--- src/rtl/frame_scan_sequencer.sv ---
// Raster scan sequencer: walks one stored frame out of the frame memory and
// emits vsync/hsync/de/data with the 1-cycle memory read latency absorbed.
module frame_scan_sequencer #(
  parameter int DATA_WIDTH = 24,
  parameter int HRES       = 320,
  parameter int VRES       = 240,
  parameter int HSW        = 8,
  parameter int HBP        = 16,
  parameter int HFP        = 16,
  parameter int VSW        = 2,
  parameter int VBP        = 4,
  parameter int VFP        = 4,
  parameter int ADDR_WIDTH = 17
) (
  input  logic                  clk,
  input  logic                  rst_n,
  input  logic                  i_start,
  input  logic                  i_continuous,
  output logic                  o_busy,
  output logic                  o_frame_done,
  output logic                  o_rd_en,
  output logic [ADDR_WIDTH-1:0] o_rd_addr,
  input  logic [DATA_WIDTH-1:0] i_rd_data,
  output logic                  o_vsync,
  output logic                  o_hsync,
  output logic                  o_de,
  output logic [DATA_WIDTH-1:0] o_data
);

  localparam int HTOTAL = HSW + HBP + HRES + HFP;
  localparam int VTOTAL = VSW + VBP + VRES + VFP;
  localparam int HW     = $clog2(HTOTAL);
  localparam int VW     = $clog2(VTOTAL);

  localparam logic [HW-1:0] H_LAST     = HW'(HTOTAL - 1);
  localparam logic [HW-1:0] H_SYNC_END = HW'(HSW);
  localparam logic [HW-1:0] H_ACT_BEG  = HW'(HSW + HBP);
  localparam logic [HW-1:0] H_ACT_END  = HW'(HSW + HBP + HRES);
  localparam logic [VW-1:0] V_LAST     = VW'(VTOTAL - 1);
  localparam logic [VW-1:0] V_SYNC_END = VW'(VSW);
  localparam logic [VW-1:0] V_ACT_BEG  = VW'(VSW + VBP);
  localparam logic [VW-1:0] V_ACT_END  = VW'(VSW + VBP + VRES);

  typedef enum logic {IDLE, SCAN} state_t;

  state_t          state, state_next;
  logic [HW-1:0]   h_cnt, h_next;
  logic [VW-1:0]   v_cnt, v_next;
  logic            last_count;
  logic            scanning;
  logic            hs0, vs0, act0;
  logic            de_q;
  logic            frame_end;

  assign scanning   = (state == SCAN);
  assign last_count = scanning && (h_cnt == H_LAST) && (v_cnt == V_LAST);

  always_ff @(posedge clk or negedge rst_n) begin
    if (!rst_n) begin
      state <= IDLE;
      h_cnt <= '0;
      v_cnt <= '0;
    end else begin
      state <= state_next;
      h_cnt <= h_next;
      v_cnt <= v_next;
    end
  end

  // frame_end marks the last output-stage cycle; a start landing there is dropped
  always_comb begin
    state_next = state;
    h_next     = h_cnt;
    v_next     = v_cnt;
    case (state)
      IDLE: begin
        h_next = '0;
        v_next = '0;
        if (i_start && !frame_end) state_next = SCAN;
      end
      SCAN: begin
        if (last_count) begin
          h_next = '0;
          v_next = '0;
          if (!i_continuous) state_next = IDLE;
        end else if (h_cnt == H_LAST) begin
          h_next = '0;
          v_next = v_cnt + VW'(1);
        end else begin
          h_next = h_cnt + HW'(1);
        end
      end
      default: state_next = IDLE;
    endcase
  end

  assign hs0  = scanning && (h_cnt < H_SYNC_END);
  assign vs0  = scanning && (v_cnt < V_SYNC_END);
  assign act0 = scanning && (h_cnt >= H_ACT_BEG) && (h_cnt < H_ACT_END)
                         && (v_cnt >= V_ACT_BEG) && (v_cnt < V_ACT_END);

  always_ff @(posedge clk or negedge rst_n) begin
    if (!rst_n) begin
      o_vsync   <= 1'b0;
      o_hsync   <= 1'b0;
      de_q      <= 1'b0;
      frame_end <= 1'b0;
      o_rd_addr <= '0;
    end else begin
      o_vsync   <= vs0;
      o_hsync   <= hs0;
      de_q      <= act0;
      frame_end <= last_count;
      if (!scanning || last_count)
        o_rd_addr <= '0;
      else if (act0)
        o_rd_addr <= o_rd_addr + ADDR_WIDTH'(1);
    end
  end

  // The memory's own output register is the data stage, so gating with de_q keeps it aligned
  assign o_rd_en      = act0;
  assign o_de         = de_q;
  assign o_data       = de_q ? i_rd_data : '0;
  assign o_frame_done = frame_end;
  assign o_busy       = scanning || frame_end;

endmodule

--- config.mk ---
export PLATFORM = sky130hd
export DESIGN_NAME = frame_scan_sequencer
export DESIGN_NICKNAME = d
export VERILOG_FILES = /design/src/rtl/frame_scan_sequencer.sv
export SDC_FILE = /design/constraint.sdc
export NUM_CORES = 1
export LEC_CHECK = 0
export CAP_MARGIN = 20
export CORE_ASPECT_RATIO = 0.6
export CORE_MARGIN = 8
export CORE_UTILIZATION = 37
export DETAILED_ROUTE_END_ITERATION = 10
export PLACE_DENSITY = 0.64
export RECOVER_POWER = 50
export REMOVE_ABC_BUFFERS = 1
export SLEW_MARGIN = 20
export SYNTH_ARGS = -nofsm -noshare
export SYNTH_HDL_FRONTEND = slang
export SYNTH_SLANG_ARGS = --single-unit
--- constraint.sdc ---
create_clock -name clk -period 6.85 [get_ports clk]
set_input_delay 1.37 -clock clk [delete_from_list [all_inputs] [get_ports clk]]
set_output_delay 1.37 -clock clk [all_outputs]
set_load 0.05 [all_outputs]
==> summary.txt, run 1 <==
CTS
  • # Post-CTS Setup Buffers: 0
  • Post-CTS sizing: 0
  • CTS Root Cell: clkbuf_8
  • CTS tree: done
  • CTS H-tree lvls: 2
  • CTS Hold Bufs: 0
  • Worst-path clk slew: approximately 0.070 ns
  • Total CTS buffers: 5
  • Clk_lat worst skew: 0.28 ns
  • Max Buffers Root-to-Sink: 2
  • Clock Sink Count: 39

Placement
  • Placed wire-length estimate: 4775 um
  • I/O Buffers: between 70 and 80
  • Dpl ws: 2.691 ns
  • GPL Wtd Cong: around 0.77

Pwr
  • Pwr Density: roughly 180 nW/um2
  • Total power: ~540 uW
  • Peak VDD IR: about 210 uV
  • Static leakage: approximately 0.0013 uW

Routing
  • Iteration-0 DRC Markers: 153
  • Via count: 2,036
  • Wire per inst: roughly 16 um
  • DRC Markers: 0
  • Router iterations before antenna repair: 4
  • Total Routed Length: 6121 um
  • DR vias/cell: 5.221
  • DRT antenna net count: 0

Synth
  • Leading cell types by count after synthesis: dfrtp_1, and2_1, nor2_1
  • Number of synthesized flops with an enable pin: 0
  • Main synth FF type: dfrtp_1
  • Most numerous cell in the Yosys netlist: dfrtp_1
  • Sequential-to-total area share from yosys stat: 0.4392
  • #FFs+latches synth: 39
  • Post-Syn Area: 2222 um2
  • Yosys warning total: 0
  • Gate Count Post-Synth: 236
  • Average size of a mapped cell: ~9.4 um2
  • Async set or reset register ratio after synthesis: 1.000
  • Largest cells by area after synthesis: dfrtp_1, and2_1, nor2_1, nand2_1, xor2_1
  • Netlist cell types: 45
  • Yosys top cell by area: dfrtp_1
  • Share of the synthesized area in the top cell type: 0.4392

Die
  • Die span in x: about 120 um
  • Core area: 5946 um2
  • I/O pin count: 75
  • Die area: 8823 um2
  • Initial core utilization: 0.3737
  • Row count: 22
  • DIE HEIGHT: 76.03 um

Global routing
  • Vias in the first global route: 1,912
  • Total grt overflow: 0
  • Largest net degree at the start of global routing: 40
  • Initial antenna violation count: 0
  • GRT Total Usage: 0.1399
  • First-pass GRT wire length: 10,030 um

STA
  • Pins Over Slew Limit: 40
  • Tcrit/Tclk final: 0.6635
  • Final Hold Fails: 0
  • RSZ-0062 raised after global routing: false
  • FMAX: 220.0 MHz
  • Worst Skew: between 0.007 and 0.008 ns
  • Final Setup Violations: 0
  • Post-route setup TNS: 0 ns
  • Max_slew headroom: -0.3730
  • Least-Margin Pin Slew: approximately 2.1 ns
  • PnR worst setup slack: 2.305 ns
  • Minimum clock period: 4.545 ns

Worst hold path
  • Hold WC Path Type: reg -> reg

Critical path
  • Family with the most delay on the worst path: simple AND/OR/NAND/NOR gates
  • Max stage delay cell, worst path: clkdlybuf4s50_1
  • Worst Setup Start Kind: register
  • Endpoint class of the critical path: output pin
  • Critical Path AT: 3.18 ns
  • Crit path kind: reg -> out
  • Worst path bufs/invs: 1
  • Crit-path max FO: 10
  • Critical path's largest stage delay: roughly 0.97 ns
  • Req. time, crit path: roughly 5.5 ns
  • Critical path cell sequence: a211oi_1 > nor2_1 > nor3_1 > clkdlybuf4s50_1

Status
  • Status: finished with violations
  • Failing checks: max-capacitance violations, max-slew violations

Job
  • Maximum capacitance violations: 1

Finish
  • Diode count: 0
  • Area Growth Syn to Fin: 37.22%
  • Nets@finish: 340
  • Layout cell share with drive strength beyond 1: 0.02614
through the flow:
| stage | area [um2] | hold slack (ns) | cells | util |
|---|---|---|---|---|
| floorplan | 2156 | 0.4547 | 225 | - |
| global placement | 3004 | 0.4792 | 384 | 0.5053 |
| detailed placement | 3004 | 0.4810 | 384 | 0.5053 |
| CTS | 3077 | 0.4952 | 390 | 0.5175 |
| global route | 3049 | 0.5236 | 390 | 0.5128 |
| finish | 3049 | 0.5015 | 390 | 0.5128 |
kinds of logic (layout without fill, tap and decap cells):
kind of cell,count (synthesis),after routing,synth area share
multiplexers,7,7,0.03322
AND/OR/NAND/NOR,123,123,0.3103
buffers and inverters,19,89,0.04335
XOR/XNOR,15,15,0.05912
adder cells (fa/ha/maj),5,5,0.02815
flip-flops,39,39,0.4392
AO/OA/AOI/OAI,28,28,0.08672
path summary, 6_finish.rpt:
check	startpoint	end	slack [ns]	cells past startpoint
worst max-delay path	h_cnt[4]	o_rd_en	2.30	4
min in group asynchronous	rst_n	o_rd_addr[5]	1.67	1
worst min-delay path	h_cnt[0]	h_cnt[0]	0.50	1
max in group asynchronous	rst_n	h_cnt[8]	4.00	1
worst min register to register	h_cnt[0]	h_cnt[0]	0.50	1
worst max register to register	h_cnt[0]	o_rd_addr[8]	4.18	6
flip-flops by register name, summed over array words and instances (netlist names):
name and flops:
scanning 1, o_frame_done 1, o_de 1, o_hsync 1, h_cnt 9, o_vsync 1, v_cnt 8, o_rd_addr 17
layout by cell type (no fill, tap or decap), types with 2 or more instances in the layout:
| master | instances |
|---|---|
| a21oi_1 | 8 |
| and2_0 | 3 |
| and2_1 | 25 |
| and3_1 | 5 |
| and4_1 | 3 |
| clkbuf_1 | 3 |
| clkbuf_8 | 5 |
| clkdlybuf4s50_1 | 73 |
| dfrtp_1 | 39 |
| ha_1 | 5 |
| inv_1 | 8 |
| mux2i_1 | 6 |
| nand2_1 | 21 |
| nand3_1 | 12 |
| nand4_1 | 9 |
| nor2_1 | 20 |
| nor3_1 | 3 |
| nor4_1 | 8 |
| o21ai_0 | 5 |
| o41ai_1 | 2 |
| or3_1 | 6 |
| or4_1 | 4 |
| xnor2_1 | 7 |
| xor2_1 | 8 |
layout make-up:
type,instances,area [um2]
clock buffer,6,72.57
fill,573,2897
inverter,8,30.03
multi-input combinational,178,1127
sequential,39,975.9
tap,84,105.1
timing repair buffer,75,738.2
metal layers:
layer,GRT usage,vias to the layer above,part of all wire
met5,0,-,0
met4,0.02703,0,0.0018
met1,0.2093,961,0.52
li1,-,974,-
met2,0.1902,99,0.37
met3,0.04272,2,0.10
where the power goes:
| part | total [uW] | switching, uW | leakage (uW) | internal [uW] |
|---|---|---|---|---|
| Combinational | 108 | 59.1 | 0.000707 | 49.3 |
| Clock | 141 | 73.2 | 0.0000371 | 67.9 |
| Sequential | 287 | 34.3 | 0.000521 | 253 |
| Total | 536 | 167 | 0.00127 | 370 |
Note: power is estimated with default switching activity, not from simulation.
==> run 2: changes to the inputs <==
Clock period 6.85 ns to 4.7 ns, I/O delays scaled along.
==> run 2 against run 1 <==
  * The run still ends with max-capacitance violations, max-slew violations left
  * First-iteration DRC count fell by 23%
  * Flip-flop and latch count did not move
  * Clock skew fell by 0.0026 ns
  * Cell area rose by 1.5%
  * Critical endpoint unchanged
==> summary.txt, run 2 (synthesized netlist as in run 1, its figures left out) <==
Pwr
  • Switching share of power: 0.2896 (was 0.3107)
  • Sequential power share: 0.480 (was 0.535)
  • Comb power frac: 0.185 (was 0.202)
  • Pwr Density: 278.5 nW/um2 (was 175.9 nW/um2)
  • Power share of the clock group: 0.335 (was 0.263)
  • Total power: 861.9 uW (was 536.4 uW)
  • Peak VDD IR: 212.6 uV (was 207.7 uV)
  • P_int: 612.3 uW (was 369.8 uW)
  • Psw: 249.7 uW (was 166.7 uW)
  • Static leakage: 0.001296 uW (was 0.001265 uW)

Critical path
  • Max stage delay cell, worst path: clkdlybuf4s50_1 (unchanged)
  • Worst path bufs/invs: 1 (unchanged)
  • Endpoint class of the critical path: output pin (unchanged)
  • Crit path kind: reg -> out (unchanged)
  • Critical path cell sequence: or4_1 > mux2i_1 > nor3_2 > clkdlybuf4s50_1 (was a211oi_1 > nor2_1 > nor3_1 > clkdlybuf4s50_1)
  • Req. time, crit path: 3.76 ns (was 5.48 ns)
  • Worst Setup Start Kind: register (unchanged)
  • Family with the most delay on the worst path: simple AND/OR/NAND/NOR gates (unchanged)
  • Critical path's largest stage delay: 0.77 ns (was 0.97 ns)
  • Critical Path AT: 2.92 ns (was 3.18 ns)
  • Crit-path max FO: 10 (unchanged)

Finish
  • Commonest cells after routing, fill and taps aside: clkdlybuf4s50_1, dfrtp_1, and2_1, nand2_1, nor2_1 (unchanged)
  • Layout cell share with drive strength beyond 1: 0.03571 (was 0.02614)
  • Max FFs per register: 17 (unchanged)
  • Area Growth Syn to Fin: 39.30% (was 37.22%)
  • Final core utilization: 0.5206 (was 0.5128)
  • Top flop regs: o_rd_addr: 17 flops, h_cnt: 9 flops, v_cnt: 8 flops (unchanged)
  • Filler cells: 566 (was 573)
  • Largest reg by FF count: o_rd_addr (unchanged)
  • Diode count: 0 (unchanged)
  • Nets@finish: 340 (unchanged)
  • Leading cell type in the layout, fill and taps excluded: clkdlybuf4s50_1 (unchanged)

STA
  • FMAX: 259.3 MHz
  • Tcrit/Tclk final: 0.8205
  • Max_slew headroom: -0.4319 (was -0.3730)
  • Minimum clock period: approximately 3.9 ns
  • Post-route setup TNS: 0 ns (unchanged)
  • RSZ-0062 raised after global routing: false (unchanged)
  • Least-Margin Pin Slew: 2.148 ns (was 2.059 ns)
  • Final Setup Violations: 0 (unchanged)
  • Worst Skew: 0.004521 ns (was 0.007170 ns)
  • Pins Over Slew Limit: 40 (unchanged)
  • Final Hold Fails: 0 (unchanged)

Routing
  • Iteration-0 DRC Markers: 118 (was 153)
  • Wire per inst: 15.95 um (was 15.69 um)
  • DRT antenna net count: 0 (unchanged)
  • DRC Markers: 0 (unchanged)
  • DR vias/cell: 5.122 (was 5.221)
  • Via count: 2,008 (was 2,036)
  • Router iterations before antenna repair: 4 (unchanged)
  • Total Routed Length: 6254 um (was 6121 um)

Die
  • Core area: 5946 um2 (unchanged)
  • Die area: 8823 um2 (unchanged)
  • Row count: 22 (unchanged)
  • Initial core utilization: 0.3737 (unchanged)
  • I/O pin count: 75 (unchanged)
  • Die span in x: 116.0 um (unchanged)
  • DIE HEIGHT: 76.03 um (unchanged)

Placement
  • Placed wire-length estimate: 4880 um (was 4775 um)
  • I/O Buffers: 74 (unchanged)
  • GPL Wtd Cong: 0.8141 (was 0.7728)

CTS
  • Max Buffers Root-to-Sink: 2 (unchanged)
  • CTS Hold Bufs: 0 (unchanged)
  • Post-CTS sizing: 0 (unchanged)
  • CTS Root Cell: clkbuf_8 (unchanged)
  • CTS H-tree lvls: 2 (unchanged)
  • # Post-CTS Setup Buffers: 0 (unchanged)
  • Clock Sink Count: 39 (unchanged)
  • Clk_lat worst skew: 0.29 ns (was 0.28 ns)
  • CTS tree: done (unchanged)
  • Worst-path clk slew: 0.07 ns (about the same)
  • Total CTS buffers: 5 (unchanged)

Status
  • Failing checks: max-capacitance violations, max-slew violations (unchanged)
  • Status: finished with violations (unchanged)

Global routing
  • Largest net degree at the start of global routing: 40 (unchanged)
  • Initial antenna violation count: 0 (unchanged)
  • First-pass GRT wire length: 10,050 um (was 10,030 um)
  • Vias in the first global route: 1,858 (was 1,912)
  • GRT Total Usage: 0.1407 (was 0.1399)
  • Total grt overflow: 0 (unchanged)

Worst hold path
  • Hold WC Path Type: reg -> reg (unchanged)

Job
  • Maximum capacitance violations: 1 (unchanged)
-- run 2: cell types whose count changed in the layout (fill, tap and decap cells not counted) --
cell | previous run | this run
and2_0 | 3 | 2
and2_1 | 25 | 26
bufinv_16 | 0 | 1
clkbuf_1 | 3 | 2
clkbuf_8 | 5 | 6
clkinv_2 | 0 | 1
mux2i_1 | 6 | 7
mux2i_2 | 1 | 0
nor3_1 | 3 | 2
nor3_2 | 0 | 1
-- run 2: cell type report --
cell class	count	area (um2)	area share
Clock buffer	6	82.58	0.02668
Clock inverter	2	35.03	0.01132
Inverter	8	30.03	0.009701
Multi-Input combinational cell	178	1129	0.3646
Sequential cell	39	975.9	0.3153
Tap cell	84	105.1	0.03395
Timing Repair Buffer	75	738.2	0.2385
-- run 2: per-layer routing --
| metal | part of all wire | vias to the layer above | wire length [um] | track usage |
|---|---|---|---|---|
| li1 | - | 972 | - | - |
| met1 | 0.52 | 946 | 3246 | 0.2078 |
| met2 | 0.38 | 83 | 2346 | 0.1908 |
| met3 | 0.10 | 7 | 625 | 0.05063 |
| met4 | 0.0056 | 0 | 35 | 0.02317 |
| met5 | 0 | - | 0 | 0 |
-- run 2: stage by stage --
step	hold slack [ns]	area, um2	instances	setup WS, ns
2_1_floorplan	0.4547	2156	225	1.905
3_3_place_gp	0.4816	3004	384	1.301
3_5_place_dp	0.4888	3004	384	1.259
4_1_cts	0.5035	3122	392	0.9332
5_1_grt	0.5424	3095	392	0.6809
6_report	0.5069	3095	392	0.8438
-- run 2: path summary, 6_finish.rpt --
check / startpoint / endpoint / slack [ns] / depth (start not counted)
max in group asynchronous: rst_n / v_cnt[5] / 2.21 / 1
min: h_cnt[0] / h_cnt[0] / 0.51 / 1
max: v_cnt[4] / o_rd_en / 0.84 / 4
min reg2reg: h_cnt[0] / h_cnt[0] / 0.51 / 1
max reg2reg: h_cnt[0] / o_rd_addr[3] / 2.01 / 6
min in group asynchronous: rst_n / o_rd_addr[5] / 1.27 / 1
-- run 2: power by group through the flow --
stage	logic, uW	registers [uW]	clock network (uW)
2_1_floorplan	90.6	426	0
3_3_place_gp	161	418	0
3_5_place_dp	162	421	0
4_1_cts	163	415	295
5_1_grt	181	421	310
6_report	159	414	289
==> run 3: changes to the inputs <==
Settings changed: PLACE_DENSITY 0.64 to 0.67.
Clock period 4.7 ns to 3.35 ns, I/O delays scaled along.
==> run 3 against run 2 <==
  * The flow still finishes with violations (max-capacitance violations, max-slew violations)
  * Die area stayed put
  * Non-clock buffer count rose by 2
  * Final cell count grew 0.51%
  * Total power up 41%
  * Wire length decreased by 5.6%
  * Sequential power grew 41%
  * Critical path depth fell by 1
  * Via count about the same
  * Hold slack lost 0.0075 ns
  * Critical path type is now in -> out
  * Largest cell class unchanged
==> summary.txt, run 3 (synthesized netlist as in run 1, its figures left out) <==
Placement
  • I/O Buffers: 74 (unchanged)
  • GPL Wtd Cong: 0.8024 (was 0.8141)
  • Dpl ws: 0.6042 ns (was 1.259 ns)
  • Placed wire-length estimate: 4414 um (was 4880 um)

Critical path
  • Crit path kind: in -> out (was reg -> out)
  • Endpoint class of the critical path: output pin (unchanged)
  • Critical Path AT: 2.06 ns (was 2.92 ns)
  • Reg2Reg Setup Slack: 0.83 ns (was 2.01 ns)
  • Crit-path max FO: 1 (was 10)
  • Worst Setup Start Kind: input pin (was register)
  • Req. time, crit path: 2.68 ns (was 3.76 ns)

Die
  • I/O pin count: 75 (unchanged)
  • DIE HEIGHT: 76.03 um (unchanged)
  • Die area: 8823 um2 (unchanged)
  • Row count: 22 (unchanged)
  • Die span in x: 116.0 um (unchanged)
  • Initial core utilization: 0.3737 (unchanged)
  • Core area: 5946 um2 (unchanged)

Global routing
  • First-pass GRT wire length: 9425 um (was 10,050 um)
  • Total grt overflow: 0 (unchanged)
  • Largest net degree at the start of global routing: 40 (unchanged)
  • Vias in the first global route: 1,874 (was 1,858)
  • GRT Total Usage: 0.1318 (was 0.1407)
  • Initial antenna violation count: 0 (unchanged)

Finish
  • Diode count: 0 (unchanged)
  • Commonest cells after routing, fill and taps aside: clkdlybuf4s50_1, dfrtp_1, and2_1, nand2_1, nor2_1 (unchanged)
  • Leading cell type in the layout, fill and taps excluded: clkdlybuf4s50_1 (unchanged)
  • Max FFs per register: 17 (unchanged)
  • Multi-input logic area: 1139 um2 (was 1129 um2)
  • Storage element area: 975.9 um2 (unchanged)
  • Largest reg by FF count: o_rd_addr (unchanged)
  • Top flop regs: o_rd_addr: 17 flops, h_cnt: 9 flops, v_cnt: 8 flops (unchanged)
  • Filler cells: 553 (was 566)
  • Nets@finish: 342 (was 340)
  • Layout cell share with drive strength beyond 1: 0.05161 (was 0.03571)
  • Area Growth Syn to Fin: 40.32% (was 39.30%)

STA
  • Least-Margin Pin Slew: 2.085 ns (was 2.148 ns)
  • Final Hold Fails: 0 (unchanged)
  • Final Setup Violations: 0 (unchanged)
  • PnR worst setup slack: 0.6210 ns (was 0.8438 ns)
  • Pins Over Slew Limit: 40 (unchanged)
  • Minimum clock period: roughly 2.7 ns
  • Max_slew headroom: -0.3899 (was -0.4319)
  • FMAX: 366.4 MHz
  • Worst Skew: 0.006116 ns (was 0.004521 ns)
  • Tcrit/Tclk final: 0.8146
  • RSZ-0062 raised after global routing: false (unchanged)
  • Post-route setup TNS: 0 ns (unchanged)

CTS
  • CTS H-tree lvls: 2 (unchanged)
  • CTS Root Cell: clkbuf_8 (unchanged)
  • CTS Hold Bufs: 0 (unchanged)
  • Clk_lat worst skew: 0.30 ns (was 0.29 ns)
  • # Post-CTS Setup Buffers: 0 (unchanged)
  • CTS tree: done (unchanged)
  • Max Buffers Root-to-Sink: 2 (unchanged)
  • Clock Sink Count: 39 (unchanged)
  • Total CTS buffers: 5 (unchanged)
  • Post-CTS sizing: 0 (unchanged)
  • Worst-path clk slew: 0.08 ns (was 0.07 ns)

Status
  • Failing checks: max-capacitance violations, max-slew violations (unchanged)
  • Status: finished with violations (unchanged)

Pwr
  • Static leakage: 0.001327 uW (was 0.001296 uW)
  • Peak VDD IR: 167.4 uV (was 212.6 uV)
  • Pwr Density: 390.7 nW/um2 (was 278.5 nW/um2)
  • Total power: 1218 uW (was 861.9 uW)

Worst hold path
  • Hold WC Path Type: reg -> reg (unchanged)

Routing
  • Wire per inst: 14.98 um (was 15.95 um)
  • Via count: 2,010 (was 2,008)
  • Total Routed Length: 5903 um (was 6254 um)
  • DR vias/cell: 5.102 (was 5.122)
  • Iteration-0 DRC Markers: 109 (was 118)
  • DRT antenna net count: 0 (unchanged)
  • Router iterations before antenna repair: 4 (unchanged)
  • DRC Markers: 0 (unchanged)

Job
  • Maximum capacitance violations: 1 (unchanged)
==> run 3: changes by cell type in the layout (fill, tap and decap cells not counted), sizes merged <==
cell	before	now
clkdlybuf4s50	73	63
dlygate4sd3	0	9
buf	0	3
==> run 3: worst paths after layout <==
kind / start / endpoint / depth (start not counted)
max: i_rd_data[13] / o_data[13] / 3
min: h_cnt[0] / h_cnt[0] / 1
max reg2reg: h_cnt[0] / scanning / 5
min reg2reg: h_cnt[0] / h_cnt[0] / 1
max in group asynchronous: rst_n / v_cnt[1] / 1
min in group asynchronous: rst_n / o_rd_addr[15] / 1
==> run 3: per-layer routing <==
metal  track usage  part of all wire  vias up
li1              -                 -      986
met1        0.1844              0.49      931
met2        0.1816              0.39       86
met3       0.04826              0.11        7
met4       0.04118             0.010        0
met5             0                 0        -
==> run 3: critical path, cell delays in order <==
cell and delay, ns:
clkdlybuf4s50_1 0.47, and2_1 0.12, clkdlybuf4s50_1 0.80
==> run 3: area by class of cell <==
| type | count | share of cell area |
|---|---|---|
| multi-input combinational | 178 | 0.3652 |
| sequential | 39 | 0.3130 |
| timing repair buffer | 77 | 0.2408 |
| tap | 84 | 0.03371 |
| clock buffer | 6 | 0.02648 |
| clock inverter | 2 | 0.01124 |
| inverter | 8 | 0.009631 |
==> run 3: report_power, final <==
group          leakage (uW)  internal (uW)  switching (uW)  total [uW]
sequential         0.000521            516            68.0         584
clock             0.0000612            241             174         415
combinational      0.000745           98.7             120         219
total               0.00133            856             362        1220
==> run 3: through the flow <==
stage          hold slack, ns    util  std cells  area (um2)
3_5_place_dp           0.4744  0.5074        386        3017
2_1_floorplan          0.3744       -        225        2156
6_report               0.4994  0.5244        394        3118
3_3_place_gp           0.4729  0.5074        386        3017
5_1_grt                0.5297  0.5244        394        3118
4_1_cts                0.5006  0.5271        394        3134
